[src/rtl/uart_rx.sv]
// 8N1 UART receiver with 2-flop input synchronizer.
// Samples mid-bit; flags framing errors and waits out line breaks.
module uart_rx #(
  parameter int CLKS_PER_BIT = 868
) (
  input  logic       i_Clock,
  input  logic       i_Rst,
  input  logic       i_RX_Serial,
  output logic [7:0] o_RX_Byte,
  output logic       o_RX_Valid,
  output logic       o_RX_Busy,
  output logic       o_RX_Frame_Err
);

  localparam int CW = $clog2(CLKS_PER_BIT) + 1;
  localparam int HI = (CLKS_PER_BIT - 1) / 2;
  localparam logic [CW-1:0] HALF = CW'(HI);
  localparam logic [CW-1:0] LAST = CW'(CLKS_PER_BIT - 1);

  typedef enum logic [2:0] {
    IDLE,
    RX_START_BIT,
    RX_DATA_BITS,
    RX_STOP_BIT,
    RX_WAIT_HIGH
  } state_t;

  state_t        state;
  logic          sync_1;
  logic          rx_s;
  logic [CW-1:0] cnt;
  logic [2:0]    idx;
  logic [7:0]    shreg;

  always_ff @(posedge i_Clock) begin
    if (i_Rst) begin
      state          <= IDLE;
      sync_1         <= 1'b1;
      rx_s           <= 1'b1;
      cnt            <= '0;
      idx            <= '0;
      shreg          <= '0;
      o_RX_Byte      <= '0;
      o_RX_Valid     <= 1'b0;
      o_RX_Busy      <= 1'b0;
      o_RX_Frame_Err <= 1'b0;
    end else begin
      sync_1         <= i_RX_Serial;
      rx_s           <= sync_1;
      o_RX_Valid     <= 1'b0;
      o_RX_Frame_Err <= 1'b0;
      unique case (state)
        IDLE: begin
          cnt <= '0;
          idx <= '0;
          if (!rx_s) begin
            state     <= RX_START_BIT;
            o_RX_Busy <= 1'b1;
          end
        end
        RX_START_BIT: begin
          if (cnt == HALF) begin
            cnt <= '0;
            if (!rx_s) begin
              state <= RX_DATA_BITS;
            end else begin
              state     <= IDLE;
              o_RX_Busy <= 1'b0;
            end
          end else begin
            cnt <= cnt + 1'b1;
          end
        end
        RX_DATA_BITS: begin
          if (cnt == LAST) begin
            cnt        <= '0;
            shreg[idx] <= rx_s;
            if (idx == 3'd7) begin
              idx   <= '0;
              state <= RX_STOP_BIT;
            end else begin
              idx <= idx + 1'b1;
            end
          end else begin
            cnt <= cnt + 1'b1;
          end
        end
        RX_STOP_BIT: begin
          if (cnt == LAST) begin
            cnt <= '0;
            if (rx_s) begin
              o_RX_Byte  <= shreg;
              o_RX_Valid <= 1'b1;
              o_RX_Busy  <= 1'b0;
              state      <= IDLE;
            end else begin
              o_RX_Frame_Err <= 1'b1;
              state          <= RX_WAIT_HIGH;
            end
          end else begin
            cnt <= cnt + 1'b1;
          end
        end
        // A held-low line (break) must not look like a new start bit.
        RX_WAIT_HIGH: begin
          cnt <= '0;
          if (rx_s) begin
            o_RX_Busy <= 1'b0;
            state     <= IDLE;
          end
        end
        default: begin
          state     <= IDLE;
          o_RX_Busy <= 1'b0;
        end
      endcase
    end
  end

endmodule

[config.mk]
export PLATFORM = sky130hd
export DESIGN_NAME = uart_rx
export DESIGN_NICKNAME = d
export VERILOG_FILES = /design/src/rtl/uart_rx.sv
export SDC_FILE = /design/constraint.sdc
export NUM_CORES = 1
export LEC_CHECK = 0
export BUFFER_PORTS_ARGS = -buffer_cell sky130_fd_sc_hd__buf_2
export CAP_MARGIN = 20
export CORE_AREA = 2 2 59 117
export CTS_CLUSTER_SIZE = 24
export DETAILED_ROUTE_END_ITERATION = 8
export DIE_AREA = 0 0 61 119
export GPL_TIMING_DRIVEN = 0
export SYNTH_ARGS = -nofsm -noshare
export SYNTH_HDL_FRONTEND = slang
export SYNTH_SLANG_ARGS = --single-unit
[constraint.sdc]
create_clock -name i_Clock -period 2 [get_ports i_Clock]
set_input_delay 0.4 -clock i_Clock [delete_from_list [all_inputs] [get_ports i_Clock]]
set_output_delay 0.4 -clock i_Clock [all_outputs]
set_load 0.05 [all_outputs]
==> impl_metrics.yaml, run 1 <==
run_status:
  outcome: "finished clean"
clock_network:
  htree_num_levels: 2
  cts_buffers: 5
  clk_pin_slew_worst_paths_ns: 0.06
  cts_tree: "yes"
  clockBufferDepth: 2
  cts_root_buf: "clkbuf_16"
  cts_sinks: 38
  clk_latency_ns: 0.28
placement:
  gp_congestion: 0.7778
  numPortBuffers: 12
  hpwl_um: 2854
yosys:
  synth_top_area_share: 0.4100
  synth_area_per_cell_um2: 9.324
  synth.most_common_cell: "dfxtp_1"
  synth_edf_count: 0
  synth_fp_nets: 206
  yosys-top-cells-area: "dfxtp_1 41%, mux2i_1 8.6%, nand2b_1 7.1%"
  synthCells: 199
  synthArstFlopShare: 0
  yosysWarnings: 0
  yosysTopAreaCell: "dfxtp_1"
  ys_top_cells_by_count: "38 x dfxtp_1, 21 x nand2b_1, 20 x nor2_1"
  syn-cell-area_mm2: 0.001856
  synth.distinct_cells: 48
  synth_ff_type: "dfxtp_1"
  synth-seq-cells: 38
  ys_seq_area_frac: 0.4100
worst_setup_path:
  cp-start-kind: "flip-flop"
  worstSetupPathType: "flip-flop to flip-flop"
  cp.required_ns: 2.21
  arrival_ns: 2.14
  cp-end-kind: "flip-flop"
  cp_max_fo: 6
grt:
  grt_max_degree: 14
  overflow: 0
  track_usage: 0.1228
  first_global_vias: 1529
  grt_pass1_wl_um: 6879
  antenna_found_initial: 0
sta:
  relSlewSlack: 0.7046
  timing.fmax_mhz: 517.9
  drv_slew: 0
  finalClockSkew_ns: 0.003107
  whs_ns: 0.2985
  layout_min_cycle_time_ns: 1.931
  tightest_slew_ns: 0.4431
  hold_viol_final: 0
  rsz0062_at_grt: "true"
  setup_viol: 0
  period_share: 0.9654
floorplanning:
  die-area_mm2: 0.007259
  die_h_um: 119
  coreArea_mm2: 0.006464
  die_width_um: 61
  start_util: 0.2871
  rows: 42
  ios: 14
route:
  drtPass1Iterations: 4
  routed_wl_um: 4035
  routed-via-count: 1526
  vias_per_cell: 4.923
  drc: 0
  ant_nets: 0
  drt_iter0_drc: 103
  route.detailed.wl_per_inst_um: 13.02
power:
  power.total_mw: 1.718
  p_leak_nw: 0.7593
  power_density_mw_per_mm2: 772.9
  ir_worst_vdd_v: 0.0005563
layout:
  syn_to_final_growth_pct: 19.82
  antenna_cells: 0
  fin_nets: 228
  drive_above_1_share: 0.1847
worst_hold_path:
  timing.hold.worst.class: "input port to flip-flop"
flow_run:
  max_cap_viol_count: 0
power by group:
part	internal (mW)	leakage [nW]	switching, mW
sequential	0.760	0.308	0.00540
combinational	0.0180	0.375	0.0277
clock	0.588	0.0760	0.319
worst max-delay path, cell delays in order, from the launching register on:
cell     delay (ns)
dfxtp_4        0.35
or4b_4         0.59
nor4_4         0.32
and4_1         0.27
buf_6          0.15
mux2i_1        0.18
area by class of cell:
cell class / instances / area, um^2
multi-input cells: 145 / 1021
fillers: 682 / 4240
repair buffers: 15 / 82.58
flip-flops and latches: 38 / 765.7
inverters: 5 / 18.77
clock buffers: 5 / 125.1
clock inverters: 3 / 45.04
plain buffers: 11 / 55.05
well taps: 88 / 110.1
registers in the layout (all words and copies together), names as in the netlist:
signal          cells
rx_s                1
idx                 3
o_RX_Busy           1
cnt                11
sync_1              1
o_RX_Byte           8
shreg               8
state               3
o_RX_Frame_Err      1
o_RX_Valid          1
routing by layer:
layer,global-route usage,part of all wire
met5,0,0
met2,0.1983,0.51
met1,0.1486,0.43
met4,0.04891,0.020
met3,0.03474,0.041
timing repair:
action,CTS,global route
endpoints found under the hold margin,0,0
hold buffers,0,0
setup buffers,0,3
setup endpoints to repair,0,2
gates resized for setup,0,3
cells by family after synthesis:
logic type                 after synthesis  share of synthesized area
adders and majority gates                4                    0.02697
xor gates and xnor gates                 9                    0.04248
and+or+nand+nor                         95                     0.3169
AOI/OAI and AO/OA                       21                    0.07755
DFF                                     38                     0.4100
buffers and inverters                   16                    0.03978
muxes                                   16                    0.08631
path summary, 6_finish.rpt:
path	startpoint	end	slack, ns	cells after the start
worst max register to register	cnt[2]$_SDFFE_PP0P_	o_RX_Byte[6]$_SDFFE_PP0P_	0.07	5
worst min register to register	sync_1$_SDFF_PP1_	rx_s$_SDFF_PP1_	0.41	1
worst min-delay path	i_RX_Serial	sync_1$_SDFF_PP1_	0.30	2
worst max-delay path	cnt[2]$_SDFFE_PP0P_	o_RX_Byte[6]$_SDFFE_PP0P_	0.07	5
stage by stage:
step | instance area, um^2 | instances | utilization | setup TNS, ns | setup WS, ns
final | 2223 | 310 | 0.3440 | 0 | 0.06918
after global routing | 2223 | 310 | 0.3440 | -0.03620 | -0.02128
after CTS | 2196 | 307 | 0.3397 | 0 | 0.08770
after detailed placement | 2026 | 299 | 0.3134 | 0 | 0.09725
after global placement | 2026 | 299 | 0.3134 | 0 | 0.1342
after floorplan | 1856 | 199 | - | 0 | 0.2962
cells in the final DEF, fill, tap and decap left out, drive strengths merged, types with 7 or more instances in the layout:
cell    Yosys  layout
clkbuf      6      11
xor2        7       7
dfxtp      38      38
buf         5      20
mux2i      16      16
nand3      10      10
nand4       7       7
nor2       20      20
nand2b     21      21
Note: power is estimated with default switching activity, not from simulation.
==> inputs of run 2 (changes only) <==
Clock period 2 ns to 1.7 ns, I/O delays scaled along.
==> run 2 against run 1 <==
Effect of this change: sequential power rose by 17%; the flow now finishes with violations (setup timing); flip-flop and latch count did not move; via count rose by 1.6%; largest power group unchanged; clock skew rose by 0.0040 ns.
==> impl_metrics.yaml, run 2 (synthesis results as in run 1) <==
run_status:
  outcome: "finished with violations"
  violations: "setup timing"
floorplanning:
  start_util: 0.2871
  rows: 42
  die_width_um: 61
  ios: 14
  die_h_um: 119
  coreArea_mm2: 0.006464
  die-area_mm2: 0.007259
grt:
  grt_pass1_wl_um: 7086
  first_global_vias: 1574
  antenna_found_initial: 0
  track_usage: 0.1236
  grt_max_degree: 14
  overflow: 0
power:
  sequentialPowerShare: 0.481
  p_switching_mw: 0.4081
  pwr-share-comb: 0.034
  p_sw_frac: 0.2185
  p_int_mw: 1.460
  power_frac_clock: 0.485
  power_density_mw_per_mm2: 751.3
  ir_worst_vdd_v: 0.0006271
  p_leak_nw: 0.8348
route:
  ant_nets: 0
  routed-via-count: 1551
  vias_per_cell: 4.847
  route.detailed.wl_per_inst_um: 13.24
  routed_wl_um: 4236
  drc: 0
  drt_iter0_drc: 78
  drtPass1Iterations: 4
layout:
  n_fill_cell: 639
  largest_register_ffs: 11
  antenna_cells: 0
  layout_commonest_cell: "dfxtp_1"
  fin_nets: 238
  final_area_mm2: 0.002486
  layout_common_cells: "30 x dfxtp_1, 21 x nand2b_1, 16 x mux2i_1"
  syn_to_final_growth_pct: 33.98
  reg_top3: "cnt: 11 flops, o_RX_Byte: 8 flops, shreg: 8 flops"
  drive_above_1_share: 0.3405
  regMostFlops: "cnt"
worst_hold_path:
  timing.hold.worst.class: "input port to flip-flop"
  min_from: "i_RX_Serial"
sta:
  layout_setup_ws_ns: -0.1259
  setup_tns_ns: -1.845
  drv_slew: 0
  timing.fmax_mhz: 547.7
  tightest_slew_ns: 0.4825
  finalClockSkew_ns: 0.007118
  period_share: 1.074
  hold_viol_final: 0
  setup_viol: 21
  rsz0062_at_grt: "true"
  relSlewSlack: 0.6783
  whs_ns: 0.2354
  layout_min_cycle_time_ns: 1.826
clock_network:
  cts-hold-fix-buffers: 0
  clk_latency_ns: 0.28
  cts_root_buf: "clkbuf_16"
  cts_buffers: 5
  cts_tree: "yes"
  clk_pin_slew_worst_paths_ns: 0.06
  htree_num_levels: 2
  cts_sinks: 38
  clockBufferDepth: 2
worst_setup_path:
  worstSetupPathType: "flip-flop to flip-flop"
  cp_max_fo: 6
  r2r-start: "cnt[2]$_SDFFE_PP0P_"
  critPathLaunch: "cnt[2]$_SDFFE_PP0P_"
  crit_slowest_cell: "or4b_4"
  rrSetupSlack_ns: -0.13
  crit_path_max_incr_delay_ns: 0.58
  cp-end-kind: "flip-flop"
  worstPathCellList: "or4b_4 -> nor4_4 -> and4_1 -> buf_6 -> mux2i_1"
  cp-start-kind: "flip-flop"
  cp.required_ns: 1.91
  arrival_ns: 2.04
  critPathTopFamily: "simple AND/OR/NAND/NOR gates"
  critPathBufInv: 1
placement:
  numPortBuffers: 12
  gp_congestion: 0.7933
  dp_slack_ns: -0.1620
  hpwl_um: 2825
  dpl-instance-area_mm2: 0.002027
flow_run:
  max_cap_viol_count: 0
run 2: path summary, 6_finish.rpt:
kind | to | cells after the start
worst max-delay path | o_RX_Byte[7]$_SDFFE_PP0P_ | 5
worst min-delay path | sync_1$_SDFF_PP1_ | 2
worst max register to register | o_RX_Byte[7]$_SDFFE_PP0P_ | 5
worst min register to register | rx_s$_SDFF_PP1_ | 1
run 2: through the flow:
stage,power (mW),instances,util
after floorplan,0.9610,199,-
after global placement,0.9758,299,0.3136
after detailed placement,0.9769,299,0.3136
after CTS,1.888,312,0.3446
after global routing,1.923,320,0.3846
final,1.868,320,0.3846
run 2: routing by layer:
| metal | vias to the layer above | share of wire | track usage |
|---|---|---|---|
| met1 | 751 | 0.43 | 0.1545 |
| met3 | 5 | 0.029 | 0.03149 |
| met2 | 20 | 0.53 | 0.2016 |
| li1 | 775 | - | - |
| met5 | - | 0 | 0 |
| met4 | 0 | 0.0099 | 0.03940 |
run 2: cell type report:
| type | instances | area, um^2 | share of cell area |
|---|---|---|---|
| buffer | 11 | 65.06 | 0.02617 |
| clock buffer | 5 | 125.1 | 0.05033 |
| clock inverter | 3 | 21.27 | 0.008556 |
| inverter | 5 | 18.77 | 0.007549 |
| multi-input combinational | 145 | 1182 | 0.4756 |
| sequential | 38 | 778.2 | 0.3130 |
| tap | 88 | 110.1 | 0.04429 |
| timing repair buffer | 25 | 185.2 | 0.07448 |
run 2: what timing repair did:
action | CTS | global route
cloned | 1 | 0
pin swaps | 4 | 19
endpoints found under the setup margin | 24 | 35
resized for setup | 8 | 46
buffers inserted | 4 | 9
run 2: power groups by stage:
| stage | clock network [mW] | registers [mW] | logic (mW) |
|---|---|---|---|
| after floorplan | 0 | 0.925 | 0.0364 |
| after global placement | 0 | 0.922 | 0.0540 |
| after detailed placement | 0 | 0.922 | 0.0548 |
| after CTS | 0.930 | 0.901 | 0.0573 |
| after global routing | 0.955 | 0.899 | 0.0686 |
| final | 0.905 | 0.899 | 0.0637 |
run 2: worst reg2reg max path, stage by stage, from the launching register on:
cell	delay, ns
dfxtp_4	0.34
or4b_4	0.58
nor4_4	0.24
and4_1	0.27
buf_6	0.15
mux2i_1	0.19
==> inputs of run 3 (changes only) <==
Settings changed: CORE_AREA 2 2 59 117 to 2 2 82 84, DIE_AREA 0 0 61 119 to 0 0 84 86.
==> run 3 against run 2 <==
Effect of this change: largest power group is now sequential cells; clock power down 27%; sequential share of layout area up 1.9 points; the flow still finishes with violations (setup timing); critical path type unchanged; highest routed layer unchanged; core utilization fell by 1.3 points; non-clock buffer count did not move; critical path depth did not move; sequential power is essentially flat.
==> impl_metrics.yaml, run 3 (synthesis results as in run 1) <==
grt:
  busiest_layer: "met2"
  grt_pass1_wl_um: 6810
  overflow: 0
  grt_util_met2: 0.1796
  antenna_found_initial: 0
  met1_usage: 0.1554
  grt_max_degree: 13
  track_usage: 0.1175
  use_met3: 0.02502
  first_global_vias: 1390
power:
  p_switching_mw: 0.3806
  sequentialPowerShare: 0.553
  p_int_mw: 1.245
  p_sw_frac: 0.2341
  pwr-share-comb: 0.039
  power_frac_clock: 0.409
  power_density_mw_per_mm2: 696.4
  ir_worst_vdd_v: 0.0003730
  power.total_mw: 1.626
  p_leak_nw: 0.7956
floorplanning:
  coreArea_mm2: 0.006277
  start_util: 0.2956
  die_h_um: 86
  ios: 14
  rows: 29
  die_width_um: 84
  die-area_mm2: 0.007224
sta:
  layout_setup_ws_ns: -0.1220
  layout_min_cycle_time_ns: 1.822
  hold_viol_final: 0
  drv_slew: 0
  tightest_slew_ns: 0.4795
  timing.fmax_mhz: 548.8
  rsz0062_at_grt: "true"
  setup_viol: 21
  period_share: 1.072
  relSlewSlack: 0.6803
  setup_tns_ns: -1.838
  finalClockSkew_ns: 0.008914
clock_network:
  htree_num_levels: 2
  cts_root_buf: "clkbuf_8"
  cts_tree: "yes"
  clk_latency_ns: 0.30
  clockBufferDepth: 2
  clk_pin_slew_worst_paths_ns: 0.08
  cts-hold-fix-buffers: 0
  cts_buffers: 5
  cts_sinks: 38
worst_setup_path:
  crit_slowest_cell: "or4b_4"
  rr_worst_depth: 5
  crit_path_max_incr_delay_ns: 0.54
  arrival_ns: 2.05
  r2r-start: "cnt[2]$_SDFFE_PP0P_"
  critPathLaunch: "cnt[2]$_SDFFE_PP0P_"
  r2r-end: "o_RX_Byte[1]$_SDFFE_PP0P_"
  cp.required_ns: 1.93
  worstSetupPathType: "flip-flop to flip-flop"
  cp-end-kind: "flip-flop"
  rrSetupSlack_ns: -0.12
  critPathTopFamily: "simple AND/OR/NAND/NOR gates"
  cp_max_fo: 6
  critPathBufInv: 1
  worstPathCellList: "or4b_4 -> nor4_4 -> and4_1 -> buf_6 -> mux2i_1"
  cp-start-kind: "flip-flop"
layout:
  syn_to_final_growth_pct: 25.83
  drive_above_1_share: 0.3017
  layout_common_cells: "31 x dfxtp_1, 21 x nand2b_1, 16 x mux2i_1, 16 x nor2_1, 14 x buf_2"
  layout_commonest_cell: "dfxtp_1"
  multiInputGateArea_mm2: 0.001121
  regArea_um2: 774.5
  n_fill_cell: 629
  fin_util: 0.3719
  reg_top3: "cnt: 11 flops, o_RX_Byte: 8 flops, shreg: 8 flops"
  largest_register_ffs: 11
  instances_no_fill: 309
  final_area_mm2: 0.002335
  fin_nets: 238
  regMostFlops: "cnt"
  antenna_cells: 0
placement:
  hpwl_um: 2755
  dpl-instance-area_mm2: 0.002013
  numPortBuffers: 12
  dp.cells: 288
  gp_congestion: 0.8305
route:
  route.detailed.wl_per_inst_um: 13.96
  routed_wl_um: 4313
  drtPass1Iterations: 4
  ant_nets: 0
  vias_per_cell: 5.149
  drt_iter0_drc: 119
  routed-via-count: 1591
  drc: 0
worst_hold_path:
  timing.hold.worst.class: "input port to flip-flop"
  min_from: "i_RX_Serial"
  holdPathStages: 2
  timing.hold.worst_endpoint: "sync_1$_SDFF_PP1_"
run_status:
  outcome: "finished with violations"
  violations: "setup timing"
flow_run:
  max_cap_viol_count: 0
[run 3: worst reg2reg max path, delay by kind of cell, from the launching register on]
kind	cells	cell delay, ns
mux	1	0.19
buf+inv	1	0.15
flops	1	0.35
simple gates	3	1.09
[run 3: how the worst max path moves through the flow]
stage                                     end  slack, ns  depth (start not counted)
floorplan           o_RX_Byte[0]$_SDFFE_PP0P_       0.01                          5
global placement    o_RX_Byte[1]$_SDFFE_PP0P_      -0.16                          5
detailed placement  o_RX_Byte[5]$_SDFFE_PP0P_      -0.18                          5
CTS                 o_RX_Byte[5]$_SDFFE_PP0P_      -0.13                          5
global route        o_RX_Byte[6]$_SDFFE_PP0P_      -0.21                          5
finish              o_RX_Byte[1]$_SDFFE_PP0P_      -0.12                          5
[run 3: layout make-up]
cell class	instances	area share
buffer	11	0.02680
clock buffer	6	0.03537
clock inverter	2	0.005359
inverter	5	0.008039
multi-input combinational	145	0.4802
sequential	38	0.3317
tap	77	0.04126
timing repair buffer	25	0.07128
[run 3: repair_timing]
item | CTS | global route
pin swaps | 4 | 5
buffers inserted | 5 | 7
gates resized for setup | 15 | 20
setup endpoints to repair | 27 | 35
cloned | 1 | 0
[run 3: per-stage QoR]
stage               hold WS, ns  setup WS [ns]
finish                   0.2225        -0.1220
global route             0.2170        -0.2076
CTS                      0.2176        -0.1304
detailed placement       0.3932        -0.1808
global placement         0.3909        -0.1627
floorplan                0.3895        0.01076
[run 3: power by group through the flow]
stage                     Clock (mW)  Combinational, mW  Sequential [mW]
after CTS                      0.682             0.0572            0.898
after detailed placement           0             0.0544            0.922
after floorplan                    0             0.0364            0.925
after global placement             0             0.0549            0.922
after global routing           0.716             0.0686            0.899
final                          0.665             0.0626            0.899
[run 3: layer usage]
layer	routed length, um	vias to the layer above
met3	136	10
met4	105	0
met1	2085	769
met5	0	-
li1	-	782
met2	1985	30
